`src/rtl/reg_file_wr_demux.sv`:
```
// 32 x 32-bit architectural register bank: one-hot write demux, one write port,
// two combinational read ports with write-first bypass, plus write tracking.
module reg_file_wr_demux #(
  parameter int DATA_W = 32,
  parameter int ADDR_W = 5
) (
  input  logic                   clk,
  input  logic                   rst,
  input  logic                   wr_en,
  input  logic [ADDR_W-1:0]      wr_addr,
  input  logic [DATA_W-1:0]      wr_data,
  input  logic [ADDR_W-1:0]      rd_addr_a,
  input  logic [ADDR_W-1:0]      rd_addr_b,
  output logic [DATA_W-1:0]      rd_data_a,
  output logic [DATA_W-1:0]      rd_data_b,
  output logic [(2**ADDR_W)-1:0] wr_onehot_q,
  output logic [15:0]            wr_count_q
);

  localparam int DEPTH = 2**ADDR_W;

  logic [DATA_W-1:0] regs [DEPTH];
  logic [DEPTH-1:0]  dec;

  always_comb begin
    dec = '0;
    if (wr_en) dec[wr_addr] = 1'b1;
  end

  // Register update stage: reset clears the bank and tracking, and beats any write
  always_ff @(posedge clk) begin
    if (!rst) begin
      for (int i = 0; i < DEPTH; i++) regs[i] <= '0;
      wr_onehot_q <= '0;
      wr_count_q  <= '0;
    end else begin
      for (int i = 0; i < DEPTH; i++) begin
        if (dec[i]) regs[i] <= wr_data;
      end
      wr_onehot_q <= dec;
      if (wr_en) wr_count_q <= wr_count_q + 16'd1;
    end
  end

  // Write-first bypass stays live during reset since it is purely combinational
  assign rd_data_a = (wr_en && (rd_addr_a == wr_addr)) ? wr_data : regs[rd_addr_a];
  assign rd_data_b = (wr_en && (rd_addr_b == wr_addr)) ? wr_data : regs[rd_addr_b];

endmodule

```
`config.mk`:
```
export PLATFORM = sky130hd
export DESIGN_NAME = reg_file_wr_demux
export DESIGN_NICKNAME = d
export VERILOG_FILES = /design/src/rtl/reg_file_wr_demux.sv
export SDC_FILE = /design/constraint.sdc
export NUM_CORES = 2
export LEC_CHECK = 0
export ABC_AREA = 0
export CAP_MARGIN = 20
export CORE_ASPECT_RATIO = 2
export CORE_MARGIN = 2
export CORE_UTILIZATION = 45
export DETAILED_ROUTE_END_ITERATION = 6
export SYNTH_ARGS = -nofsm -noshare
export SYNTH_HDL_FRONTEND = slang
export SYNTH_SLANG_ARGS = --single-unit
```
`constraint.sdc`:
```
create_clock -name clk -period 4.8 [get_ports clk]
set_clock_uncertainty 0.1 [all_clocks]
set_input_delay 0.96 -clock clk [delete_from_list [all_inputs] [get_ports clk]]
set_output_delay 0.96 -clock clk [all_outputs]
set_load 0.01 [all_outputs]
```
==> run summary <==
status = complete, but fails checks
failing checks = negative setup slack
number of global-route vias before repair = 36,894
most common cell after layout, fill and taps aside = edfxtp_1
Root Buffer = clkbuf_16
Bufs on Longest Clock Path = 3
Starting Density = 45.30%
IO Port Bufs = 161
grt ovf = 0
P_leak = 21.70 nW
fin cells = 5,517
Max-Slew Margin vs Limit = 40.74%
CP max FO = 12
Fin. Hold Viols = 0
Hold Slack = 417.4 ps
sequential area share after synthesis = 60.32%
DRC Markers = 0
Core ar. = 0.1160 sq mm
Period Utilization, post-route = 100.5%
final core occ = 53.81%
die span in y = 487.4 microns
most frequent cells in the layout = edfxtp_1 (1,024), nor2_1 (642), mux4_2 (295), mux2_2 (290), buf_4 (248)
Final setup violation count = 1
highest routed layer = met4
FMAX = 207.3 MHz
async set or reset register ratio after synthesis = 0%
critical path's most frequent cell = buf_4
initial DRC count = 4,102
met2 wire length = 94.24 mm
worst setup margin = -22.80 ps
TritonCTS buffer count = 95
main area contributors after synthesis = edfxtp_1 (58%), mux4_2 (13%), mux2_2 (6.2%)
Tmin final = 4823 ps
maxcap violations = 0
Power Dens Cells = 370.7 mW/mm^2
nature of the critical path startpoint = input pin
share of cells above drive strength 1 = 30.04%
crit path DAT = 3760 ps
WL/cell = 33.70 microns
via count = 36,290
Syn Inst Count = 3,643
CTS HTree Levels = 3
CTS Sinks = 1,072
later-pin clock latency in the skew report = 730 ps
IO Count = 162
worst vdd ir = 0.3753 mV
FF+latch count, synth = 1,072
met3 WL = 15.45 mm
post-synth top area cell = edfxtp_1
Synth warnings = 0
syn avg cell area = 14.43 sq um
die width = 245.7 microns
cell total after placement = 5,331
Critical Path Slowest Stage Cell = clkdlybuf4s50_1
Nets = 3,963
fill count = 9,600
Post-synth EDFFs = 1,024
M1 WL = 65.00 mm
post-synthesis instance area = 0.05257 sq mm
Slowest Stage Delay on Critical Path = 530 ps
post-synth top area share = 58.49%
worst min path class = reg2reg
CP Class = in2out
worst slew pin tran = 888.8 ps
Final Routed Wirelength = 185.9 mm
RSZ-0062 raised after global routing = false
CP delay by family, top = buffers and inverters
Synth Flop Type = edfxtp_1
Slew Viols, Final = 0
syn nets = 3,694
Worst Path Required = 3740 ps
CP endpoint kind = primary output
CTS tree = yes
area grow syn2layout = 18.79%
gr usage total = 30.79%
WP buf/inv = 4
Placer Congestion = 0.9023
Hold Buf Count CTS = 0
clock transition at the registers of the reported paths = 70 ps
die area = 0.1197 sq mm
post-DP HPWL = 119.1 mm
TritonRoute pass-1 iters = 5
Pwr Total = 0.02315 W
number of routed nets with antenna violations = 0
FP Rows = 177
largest net degree at the start of global routing = 48
initial antenna violation count = 1
critical path cell sequence = buf_2, or4b_1, buf_4, o22ai_1, nor4_2, nor2_1, nor3_2, buf_4, clkdlybuf4s50_1
DR vias/cell = 6.578
first-pass GRT wire length = 260.2 mm
post-synth cell types = 55
[cell type report]
| type | count | area (sq um) | area share, % |
|---|---|---|---|
| Inverter | 37 | 138.9 | 0.2224 |
| Multi-Input combinational cell | 2206 | 19830 | 31.76 |
| Tap cell | 1521 | 1903 | 3.048 |
| Antenna cell | 1 | 2.502 | 0.004007 |
| Sequential cell | 1072 | 31710 | 50.78 |
| Clock buffer | 107 | 2527 | 4.048 |
| Clock inverter | 73 | 998.5 | 1.599 |
| Timing Repair Buffer | 500 | 5331 | 8.538 |
[per-layer routing]
metal	global-route usage (%)	up-vias
li1	-	14759
met3	5.464	631
met2	53.37	2193
met5	0	-
met4	16.66	0
met1	36.12	18707
[final timing paths]
| kind | start | end | slack, ps | cells after the start |
|---|---|---|---|---|
| max | rd_addr_a[4] | rd_data_a[30] | -20 | 9 |
| min | wr_count_q[7]$_SDFFE_PN0P_ | wr_count_q[7]$_SDFFE_PN0P_ | 420 | 2 |
| max reg2reg | wr_count_q[2]$_SDFFE_PN0P_ | wr_count_q[15]$_SDFFE_PN0P_ | 3020 | 5 |
| min reg2reg | wr_count_q[7]$_SDFFE_PN0P_ | wr_count_q[7]$_SDFFE_PN0P_ | 420 | 2 |
[tightest hold or removal path, stage by stage (launching register included)]
cell and delay, ps:
dfxtp_1 340, o21ai_0 80, a21oi_1 60
[metrics by stage]
| stage | setup TNS [ps] | setup slack, ps | cell area, sq um |
|---|---|---|---|
| finish | -22.80 | -22.80 | 62440 |
| global route | 0 | 0.7470 | 62440 |
| CTS | -39.03 | -39.03 | 62270 |
| detailed placement | -2137 | -298.9 | 58600 |
| global placement | -2333 | -375.7 | 58600 |
| floorplan | 0 | 148.5 | 52570 |
[synthesized netlist by cell type (19+ instances only)]
| cell | count |
|---|---|
| o211ai_1 | 21 |
| edfxtp_1 | 1024 |
| nor3_1 | 68 |
| clkbuf_1 | 190 |
| a21oi_1 | 29 |
| buf_2 | 97 |
| nor2b_1 | 29 |
| nor2_1 | 643 |
| a22o_1 | 50 |
| o22ai_1 | 164 |
| o221ai_1 | 20 |
| mux2_2 | 290 |
| nor4_1 | 35 |
| mux4_2 | 295 |
| nand2_1 | 123 |
| a22oi_1 | 73 |
| mux2i_1 | 192 |
| dfxtp_1 | 48 |
| buf_4 | 19 |
| inv_1 | 34 |
[state kept, by name, summed over array words and instances, names as in the netlist]
signal and count:
wr_count_q 16, wr_onehot_q 32, regs 1024
[report_power, final]
group          switching (W)  internal, W  leakage, nW
Sequential          0.000297       0.0109         10.2
Clock                0.00366      0.00510         1.72
Combinational        0.00175      0.00145         9.77
Total                0.00571       0.0174         21.7
[cells by family (layout without fill, tap and decap cells)]
| group | count (synthesis) | count (layout) | share of synthesized area, % |
|---|---|---|---|
| flops | 1072 | 1072 | 60.32 |
| simple gates | 963 | 964 | 7.764 |
| mux | 789 | 789 | 22.76 |
| compound gates | 430 | 430 | 5.708 |
| buf+inv | 366 | 717 | 3.051 |
| xor+xnor | 22 | 22 | 0.3666 |
| fa+ha+maj | 1 | 1 | 0.02380 |
| other cells | 0 | 1 | 0 |
[timing repair]
action / in CTS / in global routing
resized for setup: 27 / 28
cloned: 0 / 1
pin swaps: 1 / 3
setup buffers: 0 / 4
setup endpoints to repair: 17 / 41
No activity file was read; power rests on OpenSTA's default activity.
